==> src/rtl/mmio_fifo_ctrl.sv <==
// mmio_fifo_ctrl: MMIO-mapped 64-bit FIFO with status/control registers.
// Register map (word offsets from BASE_ADDR): +0 DATA, +2 STATUS, +4 CTRL, +6 STATS.
// Optional feature: define MMIO_FIFO_STATS_EN to add push/pop statistics
// counters behind STATS; without it STATS reads return zero.
module mmio_fifo_ctrl #(
  parameter int unsigned DEPTH     = 8,
  parameter int unsigned TID_W     = 9,
  parameter logic [15:0] BASE_ADDR = 16'h0030
) (
  input  logic             clk,
  input  logic             rst,
  input  logic             mmio_wr_valid,
  input  logic             mmio_rd_valid,
  input  logic [15:0]      mmio_addr,
  input  logic [TID_W-1:0] mmio_tid,
  input  logic [63:0]      mmio_wr_data,
  output logic             rsp_valid,
  output logic [TID_W-1:0] rsp_tid,
  output logic [63:0]      rsp_data
);

  localparam int unsigned PW = (DEPTH > 1) ? $clog2(DEPTH) : 1;
  localparam int unsigned CW = PW + 1;

  logic [63:0]      mem_q [DEPTH];
  logic [PW-1:0]    wr_ptr_q, wr_ptr_d;
  logic [PW-1:0]    rd_ptr_q, rd_ptr_d;
  logic [CW-1:0]    count_q, count_d;
  logic             ovf_q, ovf_d;
  logic             unf_q, unf_d;
  logic             rsp_valid_q, rsp_valid_d;
  logic [TID_W-1:0] rsp_tid_q, rsp_tid_d;
  logic [63:0]      rsp_data_q, rsp_data_d;

  logic [15:0] off;
  logic        hit, sel_data, sel_ctrl;
  logic        push, pop, push_ok, pop_ok;
  logic        empty, full, clr, flush;
  logic [7:0]  status_cnt;
  logic [63:0] status_word, stats_word;

  // Address decode: only even offsets 0..6 from the base are mapped.
  always_comb begin
    off      = mmio_addr - BASE_ADDR;
    hit      = (off[15:3] == 13'd0) && !off[0];
    sel_data = hit && (off[2:1] == 2'd0);
    sel_ctrl = hit && (off[2:1] == 2'd2);
  end

  // Push/pop qualification; a pop in the same cycle frees the slot a full push needs.
  always_comb begin
    empty      = (count_q == '0);
    full       = (count_q == CW'(DEPTH));
    push       = mmio_wr_valid && sel_data;
    pop        = mmio_rd_valid && sel_data;
    pop_ok     = pop && !empty;
    push_ok    = push && (!full || pop_ok);
    clr        = mmio_wr_valid && sel_ctrl && mmio_wr_data[0];
    flush      = mmio_wr_valid && sel_ctrl && mmio_wr_data[1];
    status_cnt = 8'(count_q);
    status_word = {48'd0, status_cnt, 4'd0, unf_q, ovf_q, full, empty};
  end

`ifdef MMIO_FIFO_STATS_EN
  logic [15:0] push_cnt_q, pop_cnt_q;

  // Statistics counters; a clear coinciding with an increment leaves the count at 1.
  always_ff @(posedge clk) begin
    if (rst) begin
      push_cnt_q <= '0;
      pop_cnt_q  <= '0;
    end else begin
      push_cnt_q <= (clr ? 16'd0 : push_cnt_q) + 16'(push_ok);
      pop_cnt_q  <= (clr ? 16'd0 : pop_cnt_q) + 16'(pop_ok);
    end
  end

  assign stats_word = {32'd0, pop_cnt_q, push_cnt_q};
`else
  assign stats_word = 64'd0;
`endif

  // Next-state for pointers, count, sticky flags and the read response.
  always_comb begin
    wr_ptr_d    = wr_ptr_q;
    rd_ptr_d    = rd_ptr_q;
    count_d     = count_q;
    ovf_d       = clr ? 1'b0 : ovf_q;
    unf_d       = clr ? 1'b0 : unf_q;
    rsp_valid_d = mmio_rd_valid && hit;
    rsp_tid_d   = rsp_tid_q;
    rsp_data_d  = rsp_data_q;

    if (push_ok) wr_ptr_d = wr_ptr_q + 1'b1;
    if (pop_ok)  rd_ptr_d = rd_ptr_q + 1'b1;
    count_d = count_q + CW'(push_ok) - CW'(pop_ok);

    // Event sets take priority over a same-cycle clear.
    if (push && !push_ok) ovf_d = 1'b1;
    if (pop && !pop_ok)   unf_d = 1'b1;

    if (flush) begin
      wr_ptr_d = '0;
      rd_ptr_d = '0;
      count_d  = '0;
    end

    if (rsp_valid_d) begin
      rsp_tid_d = mmio_tid;
      case (off[2:1])
        2'd0:    rsp_data_d = pop_ok ? mem_q[rd_ptr_q] : 64'd0;
        2'd1:    rsp_data_d = status_word;
        2'd3:    rsp_data_d = stats_word;
        default: rsp_data_d = 64'd0;
      endcase
    end
  end

  // Control/state registers; requests in a reset cycle are discarded.
  always_ff @(posedge clk) begin
    if (rst) begin
      wr_ptr_q    <= '0;
      rd_ptr_q    <= '0;
      count_q     <= '0;
      ovf_q       <= 1'b0;
      unf_q       <= 1'b0;
      rsp_valid_q <= 1'b0;
      rsp_tid_q   <= '0;
      rsp_data_q  <= '0;
    end else begin
      wr_ptr_q    <= wr_ptr_d;
      rd_ptr_q    <= rd_ptr_d;
      count_q     <= count_d;
      ovf_q       <= ovf_d;
      unf_q       <= unf_d;
      rsp_valid_q <= rsp_valid_d;
      rsp_tid_q   <= rsp_tid_d;
      rsp_data_q  <= rsp_data_d;
    end
  end

  // FIFO storage; contents are not reset.
  always_ff @(posedge clk) begin
    if (!rst && push_ok) mem_q[wr_ptr_q] <= mmio_wr_data;
  end

  assign rsp_valid = rsp_valid_q;
  assign rsp_tid   = rsp_tid_q;
  assign rsp_data  = rsp_data_q;

endmodule
==> config.mk <==
export PLATFORM = sky130hd
export DESIGN_NAME = mmio_fifo_ctrl
export DESIGN_NICKNAME = d
export VERILOG_FILES = /design/src/rtl/mmio_fifo_ctrl.sv
export SDC_FILE = /design/constraint.sdc
export NUM_CORES = 1
export LEC_CHECK = 0
export BUFFER_PORTS_ARGS = -buffer_cell sky130_fd_sc_hd__buf_4
export CAP_MARGIN = 20
export CORE_ASPECT_RATIO = 0.7
export CORE_MARGIN = 2
export CORE_UTILIZATION = 55
export CTS_BUF_LIST = sky130_fd_sc_hd__clkbuf_4 sky130_fd_sc_hd__clkbuf_8
export DETAILED_ROUTE_END_ITERATION = 6
export GPL_TIMING_DRIVEN = 1
export PLACE_DENSITY_LB_ADDON = 0.05
export SETUP_SLACK_MARGIN = 0.02
export SYNTH_ARGS = -nofsm -noshare
export SYNTH_HDL_FRONTEND = slang
export SYNTH_SLANG_ARGS = --single-unit
==> constraint.sdc <==
create_clock -name clk -period 9.6 [get_ports clk]
set_clock_uncertainty 0.05 [all_clocks]
set_input_delay 1.44 -clock clk [delete_from_list [all_inputs] [get_ports clk]]
set_output_delay 1.44 -clock clk [all_outputs]
set_load 0.02 [all_outputs]
==> impl_metrics.prom, run 1 <==
# TYPE chip_impl_metric gauge
chip_impl_metric{name="number_of_maximum_capacitance_violations",unit=""} 0
chip_impl_metric{name="power_density",unit="nW/um^2"} 187.8
chip_impl_metric{name="grt_overflow",unit=""} 0
chip_impl_info{name="worst_r2r_endpoint",value="mem_q[5][32]$_DFFE_PP_"} 1
chip_impl_metric{name="vias_in_the_first_global_route",unit=""} 11660
chip_impl_info{name="hold_worst_path_end",value="rsp_data[13]$_SDFFE_PP0P_"} 1
chip_impl_metric{name="multiInputGateArea",unit="um^2"} 5256
chip_impl_metric{name="register_area",unit="um^2"} 17170
chip_impl_metric{name="globalRouteTotalUtil",unit="%"} 22.32
chip_impl_metric{name="antenna_found_initial",unit=""} 2
chip_impl_metric{name="path_max_fanout",unit=""} 55
chip_impl_metric{name="worstMarginPinSlew",unit="ns"} 1.033
chip_impl_metric{name="clock_power_share",unit="%"} 41.4
chip_impl_metric{name="final_layout_size_suffix_gt1_share",unit="%"} 36.69
chip_impl_metric{name="final.fill_count",unit=""} 2895
chip_impl_metric{name="power_report.internal_total",unit="mW"} 3.977
chip_impl_metric{name="initial_standard_cell_utilization_of_the_core",unit="%"} 55.57
chip_impl_metric{name="final_core_utilization",unit="%"} 64.59
chip_impl_metric{name="share_of_synthesized_area_occupied_by_flip_flops_and_latches",unit="%"} 75.66
chip_impl_metric{name="die_area",unit="um^2"} 42890
chip_impl_metric{name="yosys_warnings",unit=""} 0
chip_impl_metric{name="synthesis.area",unit="um^2"} 22680
chip_impl_metric{name="layout-area-overhead-vs-synth",unit="%"} 16.23
chip_impl_metric{name="globalplace.congestion",unit=""} 0.8209
chip_impl_metric{name="timing.final.setup_violations",unit=""} 0
chip_impl_metric{name="synth_edf_count",unit=""} 512
chip_impl_metric{name="fp-row-count",unit=""} 62
chip_impl_info{name="status",value="finished clean"} 1
chip_impl_metric{name="reg2reg_setup_slack",unit="ns"} 5.93
chip_impl_metric{name="chipHeight",unit="um"} 173.9
chip_impl_metric{name="grt_max_degree",unit=""} 105
chip_impl_metric{name="die_w",unit="um"} 246.7
chip_impl_metric{name="post_synth_num_cell_types",unit=""} 54
chip_impl_metric{name="placeableCoreArea",unit="um^2"} 40800
chip_impl_metric{name="cts_sinks",unit=""} 601
chip_impl_metric{name="grt_first_pass_wirelength",unit="um"} 70900
chip_impl_metric{name="drt-wirelength-per-cell",unit="um"} 23.46
chip_impl_info{name="ctsRootBufferMaster",value="clkbuf_8"} 1
chip_impl_metric{name="crit_required",unit="ns"} 9.78
chip_impl_metric{name="post_cts.repair.setup_buffers",unit=""} 0
chip_impl_info{name="dominantRegCellSynth",value="edfxtp_1"} 1
chip_impl_metric{name="fin_tns_setup",unit="ns"} 0
chip_impl_metric{name="first_pass_iters",unit=""} 7
chip_impl_metric{name="ys_async_sr_fraction",unit="%"} 0
chip_impl_info{name="hp-class",value="reg2reg"} 1
chip_impl_metric{name="final_nets",unit=""} 1462
chip_impl_metric{name="io_buffers",unit=""} 166
chip_impl_metric{name="timing_max_transition_violations_final",unit=""} 0
chip_impl_metric{name="switching_share",unit="%"} 19.66
chip_impl_info{name="reg2reg_from",value="count_q[2]$_SDFF_PP0_"} 1
chip_impl_info{name="unrepaired_setup_endpoints_after_global_routing",value="false"} 1
chip_impl_metric{name="clkSlewWorstSetupHoldPaths",unit="ns"} 0.06
chip_impl_metric{name="flip_flop_and_latch_count_after_synthesis",unit=""} 601
chip_impl_metric{name="ir_worst_vdd",unit="mV"} 0.1005
chip_impl_metric{name="routed-via-count",unit=""} 11300
chip_impl_metric{name="post_cts_hold_buffer_count",unit=""} 0
chip_impl_info{name="worstSetupStartpointType",value="primary input"} 1
chip_impl_metric{name="final_min_period_over_clock_period",unit="%"} 49.43
chip_impl_metric{name="post-dp-hpwl",unit="um"} 24610
chip_impl_metric{name="detailedRoute.firstIterationViolations",unit=""} 947
chip_impl_metric{name="final_hold_viol_count",unit=""} 0
chip_impl_metric{name="max-slew-margin-rel",unit="%"} 31.11
chip_impl_metric{name="average_size_of_a_mapped_cell",unit="um^2"} 19.77
chip_impl_metric{name="leakagePower",unit="nW"} 8.456
chip_impl_metric{name="drt.antenna.violating_nets",unit=""} 0
chip_impl_metric{name="netSwitchingPower",unit="uW"} 972.9
chip_impl_info{name="min_from",value="rsp_data[13]$_SDFFE_PP0P_"} 1
chip_impl_info{name="worstSetupPathType",value="in2reg"} 1
chip_impl_metric{name="max_freq",unit="GHz"} 0.2107
chip_impl_metric{name="detail_route.wirelength",unit="um"} 46380
chip_impl_metric{name="drt-vias-per-instance",unit=""} 5.715
chip_impl_metric{name="p_comb_share",unit="%"} 1.5
chip_impl_metric{name="holdPathStages",unit=""} 2
chip_impl_info{name="critical_path.endpoint_type",value="flop"} 1
chip_impl_metric{name="ioPinCount",unit=""} 167
chip_impl_metric{name="data_arrival_time_at_the_worst_slack_endpoint",unit="ns"} 4.93
chip_impl_metric{name="cts_inserted_buffers",unit=""} 88
chip_impl_metric{name="netlist_instances",unit=""} 1147
chip_impl_metric{name="clockBufferDepth",unit=""} 3
chip_impl_metric{name="period_minus_slack",unit="ns"} 4.745
chip_impl_metric{name="cts.repair.resized",unit=""} 0
chip_impl_metric{name="h-tree-depth",unit=""} 3
chip_impl_metric{name="total_power_after_layout",unit="mW"} 4.949
chip_impl_metric{name="number_of_cells_traversed_by_the_worst_register_to_register_path",unit=""} 8
chip_impl_metric{name="synth_nets",unit=""} 1249
chip_impl_metric{name="drc",unit=""} 0
chip_impl_metric{name="clk_lat_worst_skew",unit="ns"} 0.63
chip_impl_metric{name="pwr-share-seq",unit="%"} 57.1
chip_impl_info{name="cts_tree",value="built"} 1
## power by group through the flow
| stage | Sequential, mW | Clock [mW] | Combinational, mW |
|---|---|---|---|
| 6_report | 2.83 | 2.05 | 0.0757 |
| 5_1_grt | 2.82 | 2.20 | 0.0831 |
| 4_1_cts | 2.83 | 2.09 | 0.0759 |
| 3_5_place_dp | 2.88 | 0 | 0.0759 |
| 3_3_place_gp | 2.88 | 0 | 0.0731 |
| 2_1_floorplan | 2.88 | 0 | 0.0128 |
## registers in the layout (all words and copies together), names as in the netlist, named ones only
name and count:
ovf_q 1, rsp_valid 1, count_q 4, rd_ptr_q 3
mem_q 512, unf_q 1, rsp_data 64, wr_ptr_q 3
rsp_tid 9
## synthesized netlist by cell type, types with 4 or more instances
cell type,number,area share (%)
ha_1,8,0.44
nand4b_1,4,0.15
o2bb2ai_1,24,0.93
dfxtp_1,89,7.9
buf_2,35,0.77
a21oi_1,56,1.2
mux2_2,34,1.7
mux2i_1,30,1.3
nor2_1,20,0.33
o21ai_0,10,0.22
mux4_2,128,13
nand2_1,103,1.7
inv_1,8,0.13
edfxtp_1,512,68
nand3_1,4,0.088
clkbuf_1,21,0.35
## worst max-delay path, cell delays in order
cell and delay, ns:
buf_4 0.12, nor3_2 0.53, nand4_1 0.21, o211ai_2 0.34, nand4_2 0.25, or3_4 0.52, nor4_4 0.57, buf_4 0.88
## worst max-delay path by stage
stage | start | endpoint | slack (ns) | depth (start not counted)
CTS | mmio_addr[8] | mem_q[0][16]$_DFFE_PP_ | 4.87 | 8
finish | mmio_addr[8] | mem_q[0][16]$_DFFE_PP_ | 4.85 | 8
detailed placement | mmio_addr[8] | mem_q[0][49]$_DFFE_PP_ | 4.20 | 8
global route | mmio_addr[8] | mem_q[0][16]$_DFFE_PP_ | 4.61 | 8
global placement | mmio_addr[8] | mem_q[0][49]$_DFFE_PP_ | 4.27 | 8
floorplan | mmio_addr[4] | mem_q[1][0]$_DFFE_PP_ | 0.10 | 7
## layout make-up
class | instances | share of cell area [%]
Sequential cell | 601 | 65.14
Multi-Input combinational cell | 476 | 19.94
Clock buffer | 145 | 6.480
Timing Repair Buffer | 185 | 5.422
Tap cell | 544 | 2.583
Clock inverter | 16 | 0.2991
Inverter | 8 | 0.1139
Antenna cell | 2 | 0.01899
## per-layer routing
layer | global-route usage [%] | share of wire [%]
met5 | 0 | 0
met4 | 6.099 | 1.8
met3 | 4.427 | 5.6
met2 | 34.28 | 47
met1 | 33.19 | 46
## cell families after synthesis
kind of cell / Yosys count / share of synthesized area (%)
flops: 601 / 75.66
mux: 192 / 15.73
simple gates: 164 / 3.454
compound gates: 107 / 3.040
buf+inv: 70 / 1.435
fa+ha+maj: 9 / 0.5297
xor+xnor: 4 / 0.1545
## placed cells by master, fill, tap and decap left out, drive strengths merged, types with 21 or more instances in the layout
| cell type | Yosys | layout |
|---|---|---|
| nor2 | 21 | 21 |
| mux2 | 34 | 34 |
| edfxtp | 512 | 512 |
| nand2 | 103 | 103 |
| clkbuf | 21 | 145 |
| buf | 41 | 185 |
| a21oi | 56 | 56 |
| dfxtp | 89 | 89 |
| o2bb2ai | 24 | 24 |
| mux2i | 30 | 30 |
| mux4 | 128 | 128 |
## metrics by stage
| step | setup WS [ns] | instances | hold slack, ns | instance area [um^2] |
|---|---|---|---|---|
| floorplan | 0.1041 | 1147 | 0.3999 | 22680 |
| global placement | 4.272 | 1812 | 0.3887 | 24520 |
| detailed placement | 4.196 | 1813 | 0.3957 | 24550 |
| CTS | 4.866 | 1974 | 0.4043 | 26340 |
| global route | 4.615 | 1975 | 0.4230 | 26350 |
| finish | 4.855 | 1977 | 0.4019 | 26360 |
Note: power is estimated with default switching activity, not from simulation.
==> inputs of run 2 (changes only) <==
==> constraint.sdc (replaced) <==
create_clock -name clk -period 3.99 [get_ports clk]
set_clock_uncertainty 0.05 [all_clocks]
set_input_delay 0.5985 -clock clk [delete_from_list [all_inputs] [get_ports clk]]
set_output_delay 0.5985 -clock clk [all_outputs]
set_load 0.02 [all_outputs]
==> impl_metrics.prom, run 2 (synthesized netlist as in run 1, its figures left out) <==
# TYPE chip_impl_metric gauge
chip_impl_metric{name="place.detailed.instances",unit=""} 1827
chip_impl_metric{name="final_hold_viol_count",unit=""} 0
chip_impl_metric{name="placeableCoreArea",unit="um^2"} 40800
chip_impl_info{name="mostFrequentLayoutCell",value="edfxtp_1"} 1
chip_impl_metric{name="die_w",unit="um"} 246.7
chip_impl_metric{name="final_layout_size_suffix_gt1_share",unit="%"} 36.98
chip_impl_metric{name="max_stage_delay",unit="ns"} 0.51
chip_impl_metric{name="timing.final.setup_violations",unit=""} 0
chip_impl_metric{name="number_of_maximum_capacitance_violations",unit=""} 0
chip_impl_metric{name="final_cell_area",unit="um^2"} 26570
chip_impl_metric{name="post_cts_hold_buffer_count",unit=""} 0
chip_impl_metric{name="ir_worst_vdd",unit="mV"} 0.2433
chip_impl_metric{name="final_core_utilization",unit="%"} 65.10
chip_impl_metric{name="pwr-share-seq",unit="%"} 57.7
chip_impl_metric{name="crit_required",unit="ns"} 4.25
chip_impl_info{name="final_cell_mix",value="512 x edfxtp_1, 185 x buf_4, 128 x mux4_2, 103 x nand2_1, 97 x clkbuf_8"} 1
chip_impl_metric{name="diodes",unit=""} 0
chip_impl_info{name="cts_tree",value="built"} 1
chip_impl_metric{name="drt-wirelength-per-cell",unit="um"} 22.85
chip_impl_metric{name="drc",unit=""} 0
chip_impl_metric{name="detailedRoute.firstIterationViolations",unit=""} 739
chip_impl_metric{name="first_pass_iters",unit=""} 5
chip_impl_metric{name="drt.antenna.violating_nets",unit=""} 0
chip_impl_metric{name="detail_route.wirelength",unit="um"} 45430
chip_impl_info{name="crit_path_cell_trace",value="buf_4 > ha_4 > nor4_1 > nand3b_1 > nor3_4 > nand4_2 > or3_4 > nor4_4 > buf_12"} 1
chip_impl_metric{name="globalRouteTotalUtil",unit="%"} 21.88
chip_impl_metric{name="final_min_period_over_clock_period",unit="%"} 72.06
chip_impl_metric{name="p_comb_share",unit="%"} 1.6
chip_impl_metric{name="power_density",unit="nW/um^2"} 443.9
chip_impl_metric{name="h-tree-depth",unit=""} 3
chip_impl_metric{name="clk_lat_worst_skew",unit="ns"} 0.63
chip_impl_metric{name="total_power_after_layout",unit="mW"} 11.79
chip_impl_metric{name="post_cts.repair.setup_buffers",unit=""} 0
chip_impl_metric{name="layout-area-overhead-vs-synth",unit="%"} 17.16
chip_impl_metric{name="fp-row-count",unit=""} 62
chip_impl_metric{name="data_arrival_time_at_the_worst_slack_endpoint",unit="ns"} 3.13
chip_impl_info{name="hp-class",value="in2reg"} 1
chip_impl_metric{name="pre_cts_slack",unit="ns"} 0.4769
chip_impl_metric{name="antenna_found_initial",unit=""} 1
chip_impl_metric{name="fin_tns_setup",unit="ns"} 0
chip_impl_metric{name="clock_power_share",unit="%"} 40.7
chip_impl_metric{name="timing_max_transition_violations_final",unit=""} 0
chip_impl_metric{name="largest_reg_flops",unit=""} 512
chip_impl_metric{name="ioPinCount",unit=""} 167
chip_impl_metric{name="switching_share",unit="%"} 19.64
chip_impl_metric{name="grt_overflow",unit=""} 0
chip_impl_metric{name="leakagePower",unit="nW"} 8.523
chip_impl_metric{name="netSwitchingPower",unit="mW"} 2.316
chip_impl_metric{name="max-slew-margin-rel",unit="%"} 36.91
chip_impl_info{name="largest-register",value="mem_q"} 1
chip_impl_metric{name="power_report.internal_total",unit="mW"} 9.476
chip_impl_metric{name="globalplace.congestion",unit=""} 0.8200
chip_impl_metric{name="post-dp-hpwl",unit="um"} 26260
chip_impl_metric{name="fin_worst_hold_slack",unit="ns"} 0.1426
chip_impl_info{name="critical_path.endpoint_type",value="flop"} 1
chip_impl_metric{name="cts.repair.resized",unit=""} 0
chip_impl_metric{name="cts_sinks",unit=""} 601
chip_impl_metric{name="drt-vias-per-instance",unit=""} 5.679
chip_impl_metric{name="layout_setup_ws",unit="ns"} 1.115
chip_impl_metric{name="chipHeight",unit="um"} 173.9
chip_impl_metric{name="clkSlewWorstSetupHoldPaths",unit="ns"} 0.06
chip_impl_metric{name="worstMarginPinSlew",unit="ns"} 0.9464
chip_impl_metric{name="initial_standard_cell_utilization_of_the_core",unit="%"} 55.57
chip_impl_metric{name="routed-via-count",unit=""} 11290
chip_impl_info{name="status",value="finished clean"} 1
chip_impl_metric{name="finalNonFillerCells",unit=""} 1988
chip_impl_metric{name="io_buffers",unit=""} 166
chip_impl_info{name="worstSetupPathType",value="in2reg"} 1
chip_impl_info{name="worst_path_cell_with_the_longest_stage_delay",value="or3_4"} 1
chip_impl_metric{name="clockBufferDepth",unit=""} 3
chip_impl_metric{name="path_max_fanout",unit=""} 38
chip_impl_info{name="worstSetupStartpointType",value="primary input"} 1
chip_impl_info{name="ctsRootBufferMaster",value="clkbuf_8"} 1
chip_impl_info{name="unrepaired_setup_endpoints_after_global_routing",value="false"} 1
chip_impl_metric{name="vias_in_the_first_global_route",unit=""} 11680
chip_impl_metric{name="final.fill_count",unit=""} 2873
chip_impl_metric{name="cts_inserted_buffers",unit=""} 89
chip_impl_metric{name="final_nets",unit=""} 1476
chip_impl_metric{name="grt_first_pass_wirelength",unit="um"} 69350
chip_impl_metric{name="die_area",unit="um^2"} 42890
chip_impl_metric{name="grt_max_degree",unit=""} 55
chip_impl_metric{name="period_minus_slack",unit="ns"} 2.875
chip_impl_metric{name="max_freq",unit="GHz"} 0.3478
chip_impl_metric{name="dpl_cell_area",unit="um^2"} 24820
run 2: cell types whose count changed in the layout (fill, tap and decap cells not counted), sizes merged:
cell and change:
diode -2, clkinv +9, clkinvlp -1, clkbuf -8, buf +13
run 2: layout make-up:
cell class	count	area (um^2)	area share [%]
Clock inverter	24	108.9	0.4098
Clock buffer	137	1635	6.156
Tap cell	544	680.7	2.562
Sequential cell	601	17170	64.62
Timing Repair Buffer	198	1649	6.208
Inverter	8	30.03	0.1130
Multi-Input combinational cell	476	5294	19.93
run 2: power by group through the flow:
stage | Sequential [mW] | Combinational (mW) | Clock (mW)
floorplan | 6.94 | 0.0322 | 0
global route | 6.80 | 0.204 | 5.22
detailed placement | 6.93 | 0.187 | 0
global placement | 6.93 | 0.179 | 0
finish | 6.80 | 0.187 | 4.80
CTS | 6.80 | 0.187 | 4.94
run 2: final timing paths:
check,to,startpoint,slack (ns),cells past startpoint
setup reg to reg,count_q[2]$_SDFF_PP0_,count_q[2]$_SDFF_PP0_,1.16,11
hold / removal,mem_q[6][11]$_DFFE_PP_,mmio_wr_data[11],0.14,1
hold reg to reg,rsp_data[12]$_SDFFE_PP0P_,rsp_data[12]$_SDFFE_PP0P_,0.40,2
setup / recovery,mem_q[0][55]$_DFFE_PP_,mmio_addr[4],1.11,9
run 2: layer usage:
metal | up-vias | share of wire, % | wire length, um | GRT usage [%]
met1 | 5856 | 47 | 21390 | 33.07
met5 | - | 0.029 | 13 | 0
li1 | 5086 | - | - | -
met4 | 2 | 1.3 | 579 | 5.271
met3 | 53 | 5.0 | 2280 | 4.567
met2 | 293 | 47 | 21160 | 33.19
run 2: critical path, delay by kind of cell:
| kind | cells | cell delay [ns] |
|---|---|---|
| and+or+nand+nor | 6 | 1.81 |
| buffers and inverters | 2 | 0.46 |
| adders and majority gates | 1 | 0.23 |
==> inputs of run 3 (changes only) <==
==> constraint.sdc (replaced) <==
create_clock -name clk -period 2.6 [get_ports clk]
set_clock_uncertainty 0.05 [all_clocks]
set_input_delay 0.39 -clock clk [delete_from_list [all_inputs] [get_ports clk]]
set_output_delay 0.39 -clock clk [all_outputs]
set_load 0.02 [all_outputs]
==> impl_metrics.prom, run 3 (synthesized netlist as in run 1, its figures left out) <==
# TYPE chip_impl_metric gauge
chip_impl_info{name="status",value="finished clean"} 1
chip_impl_metric{name="clk_lat_worst_skew",unit="ns"} 0.64
chip_impl_info{name="hp-class",value="in2reg"} 1
chip_impl_info{name="critical_path.endpoint_type",value="flop"} 1
chip_impl_metric{name="timing_max_transition_violations_final",unit=""} 0
chip_impl_metric{name="final_hold_viol_count",unit=""} 0
chip_impl_metric{name="number_of_maximum_capacitance_violations",unit=""} 0
chip_impl_metric{name="diodes",unit=""} 0
chip_impl_info{name="crit_path_cell_trace",value="inv_2 > ha_4 > or3b_4 > and3_4 > buf_6 > a21oi_4 > or3_4 > buf_6 > buf_12 > nor2_4 > buf_12 > clkbuf_16"} 1
chip_impl_metric{name="final.fill_count",unit=""} 2664
chip_impl_metric{name="data_arrival_time_at_the_worst_slack_endpoint",unit="ns"} 2.84
chip_impl_metric{name="initial_standard_cell_utilization_of_the_core",unit="%"} 55.57
chip_impl_info{name="ctsRootBufferMaster",value="clkbuf_8"} 1
chip_impl_metric{name="drt.antenna.violating_nets",unit=""} 0
chip_impl_info{name="worstSetupPathType",value="reg2reg"} 1
chip_impl_metric{name="antenna_found_initial",unit=""} 1
chip_impl_metric{name="pre_cts_slack",unit="ns"} -0.5666
chip_impl_metric{name="layout-area-overhead-vs-synth",unit="%"} 25.89
chip_impl_info{name="timing.critical_path.to",value="mem_q[6][37]$_DFFE_PP_"} 1
chip_impl_metric{name="timing.critical_path.depth",unit=""} 12
chip_impl_info{name="mostFrequentLayoutCell",value="edfxtp_1"} 1
chip_impl_metric{name="cts_inserted_buffers",unit=""} 87
chip_impl_metric{name="grt_max_degree",unit=""} 51
chip_impl_metric{name="period_minus_slack",unit="ns"} 2.538
chip_impl_metric{name="die_w",unit="um"} 246.7
chip_impl_metric{name="max_freq",unit="GHz"} 0.3940
chip_impl_metric{name="globalRouteTotalUtil",unit="%"} 23.85
chip_impl_metric{name="final_nets",unit=""} 1630
chip_impl_metric{name="multiInputGateArea",unit="um^2"} 5403
chip_impl_metric{name="first_pass_iters",unit=""} 5
chip_impl_metric{name="final_layout_size_suffix_gt1_share",unit="%"} 39.85
chip_impl_metric{name="layout_setup_ws",unit="ns"} 0.06165
chip_impl_metric{name="max_stage_delay",unit="ns"} 0.38
chip_impl_metric{name="ir_worst_vdd",unit="mV"} 0.4120
chip_impl_metric{name="drt-wirelength-per-cell",unit="um"} 23.37
chip_impl_metric{name="globalplace.congestion",unit=""} 0.8262
chip_impl_info{name="cts_tree",value="built"} 1
chip_impl_info{name="worst_r2r_endpoint",value="mem_q[6][37]$_DFFE_PP_"} 1
chip_impl_metric{name="leakagePower",unit="nW"} 9.413
chip_impl_metric{name="power_density",unit="nW/um^2"} 648.2
chip_impl_metric{name="h-tree-depth",unit=""} 3
chip_impl_metric{name="cts_sinks",unit=""} 601
chip_impl_info{name="largest-register",value="mem_q"} 1
chip_impl_metric{name="drc",unit=""} 0
chip_impl_metric{name="io_buffers",unit=""} 166
chip_impl_metric{name="total_power_after_layout",unit="mW"} 18.50
chip_impl_metric{name="register_area",unit="um^2"} 17170
chip_impl_info{name="path_delay_family",value="simple AND/OR/NAND/NOR gates"} 1
chip_impl_metric{name="crit_required",unit="ns"} 2.90
chip_impl_metric{name="ioPinCount",unit=""} 167
chip_impl_metric{name="worstMarginPinSlew",unit="ns"} 0.7948
chip_impl_metric{name="clockBufferDepth",unit=""} 3
chip_impl_info{name="worst_path_cell_with_the_longest_stage_delay",value="or3_4"} 1
chip_impl_metric{name="post-dp-hpwl",unit="um"} 29910
chip_impl_metric{name="fp-row-count",unit=""} 62
chip_impl_metric{name="grt_first_pass_wirelength",unit="um"} 75730
chip_impl_metric{name="reg2reg_setup_slack",unit="ns"} 0.06
chip_impl_info{name="final_cell_mix",value="512 x edfxtp_1, 229 x buf_4, 128 x mux4_2, 102 x nand2_1, 100 x clkbuf_8"} 1
chip_impl_metric{name="grt_overflow",unit=""} 0
chip_impl_metric{name="clkSlewWorstSetupHoldPaths",unit="ns"} 0.06
chip_impl_metric{name="detailedRoute.firstIterationViolations",unit=""} 1082
chip_impl_metric{name="max-slew-margin-rel",unit="%"} 47.02
chip_impl_metric{name="final_core_utilization",unit="%"} 69.96
chip_impl_metric{name="drt-vias-per-instance",unit=""} 5.641
chip_impl_metric{name="final_min_period_over_clock_period",unit="%"} 97.63
chip_impl_metric{name="largest_reg_flops",unit=""} 512
chip_impl_info{name="setup.worst_path.start",value="count_q[2]$_SDFF_PP0_"} 1
chip_impl_info{name="reg2reg_from",value="count_q[2]$_SDFF_PP0_"} 1
chip_impl_metric{name="chipHeight",unit="um"} 173.9
chip_impl_metric{name="placeableCoreArea",unit="um^2"} 40800
chip_impl_info{name="unrepaired_setup_endpoints_after_global_routing",value="false"} 1
chip_impl_metric{name="die_area",unit="um^2"} 42890
chip_impl_info{name="worstSetupStartpointType",value="flop"} 1
chip_impl_metric{name="path_max_fanout",unit=""} 7
chip_impl_metric{name="fin_worst_hold_slack",unit="ns"} 0.1025
chip_impl_metric{name="detail_route.wirelength",unit="um"} 50120
chip_impl_metric{name="routed-via-count",unit=""} 12100
chip_impl_metric{name="number_of_cells_traversed_by_the_worst_register_to_register_path",unit=""} 12
chip_impl_metric{name="timing.final.setup_violations",unit=""} 0
chip_impl_metric{name="vias_in_the_first_global_route",unit=""} 12550
chip_impl_metric{name="cp_num_buf_inv",unit=""} 6
-- run 3: cell count changes in the layout (fill, tap and decap cells not counted), sizes merged --
cell         change
buf             +77
clkinv           -1
bufinv           +1
dlygate4sd3     +73
inv              +3
clkbuf           +4
-- run 3: per-stage QoR --
| step | instances | instance area (um^2) | setup TNS (ns) |
|---|---|---|---|
| final | 2145 | 28550 | 0 |
| after floorplan | 1147 | 22790 | -607.16 |
| after global placement | 1888 | 25570 | -181.28 |
| after detailed placement | 1888 | 25570 | -211.67 |
| after global routing | 2145 | 28550 | 0 |
| after CTS | 2124 | 28140 | 0 |
-- run 3: cell type report --
| cell class | count | share of cell area, % |
|---|---|---|
| multi-input combinational | 476 | 18.93 |
| timing repair buffer | 354 | 12.10 |
| clock inverter | 27 | 0.5917 |
| sequential | 601 | 60.15 |
| tap | 544 | 2.384 |
| clock buffer | 135 | 5.742 |
| inverter | 8 | 0.1052 |
-- run 3: power by group --
| group | leakage (nW) | switching, mW | internal (mW) |
|---|---|---|---|
| Clock | 0.972 | 3.52 | 4.14 |
| Combinational | 3.12 | 0.219 | 0.193 |
| Sequential | 5.32 | 0.00000442 | 10.4 |
-- run 3: how the worst min path moves through the flow --
stage                                         start                         to  slack (ns)  cells after the start
after floorplan                  unf_q$_SDFFE_PP0P_         unf_q$_SDFFE_PP0P_        0.40                      2
after global placement      rsp_tid[7]$_SDFFE_PP0P_    rsp_tid[7]$_SDFFE_PP0P_        0.39                      2
after detailed placement  rsp_data[49]$_SDFFE_PP0P_  rsp_data[49]$_SDFFE_PP0P_        0.40                      2
after CTS                              mmio_addr[2]   rsp_data[0]$_SDFFE_PP0P_        0.01                      3
after global routing                            rst  rsp_data[10]$_SDFFE_PP0P_        0.06                      2
final                                  mmio_addr[2]   rsp_data[0]$_SDFFE_PP0P_        0.10                      3
-- run 3: what timing repair did --
| item | 4_1_cts | 5_1_grt |
|---|---|---|
| pin swaps | 6 | 14 |
| gates cloned | 0 | 7 |
| hold buffers | 73 | 0 |
| buffers inserted | 1 | 14 |
| setup endpoints to repair | 3 | 243 |
| hold endpoints to repair | 521 | 0 |
| resized for setup | 10 | 24 |
-- run 3: worst register-to-register path, stage by stage, from the launching register on --
cell       delay (ns)
dfxtp_2          0.33
inv_2            0.05
ha_4             0.14
or3b_4           0.23
and3_4           0.18
buf_6            0.10
a21oi_4          0.04
or3_4            0.38
buf_6            0.14
buf_12           0.12
nor2_4           0.13
buf_12           0.17
clkbuf_16        0.19
-- run 3: routing by layer --
| metal | wire (um) | track usage, % | vias up |
|---|---|---|---|
| met3 | 3038 | 4.133 | 79 |
| met1 | 23430 | 37.11 | 6234 |
| met2 | 22800 | 35.45 | 375 |
| met5 | 12 | 0 | - |
| met4 | 836 | 6.275 | 2 |
| li1 | - | - | 5409 |
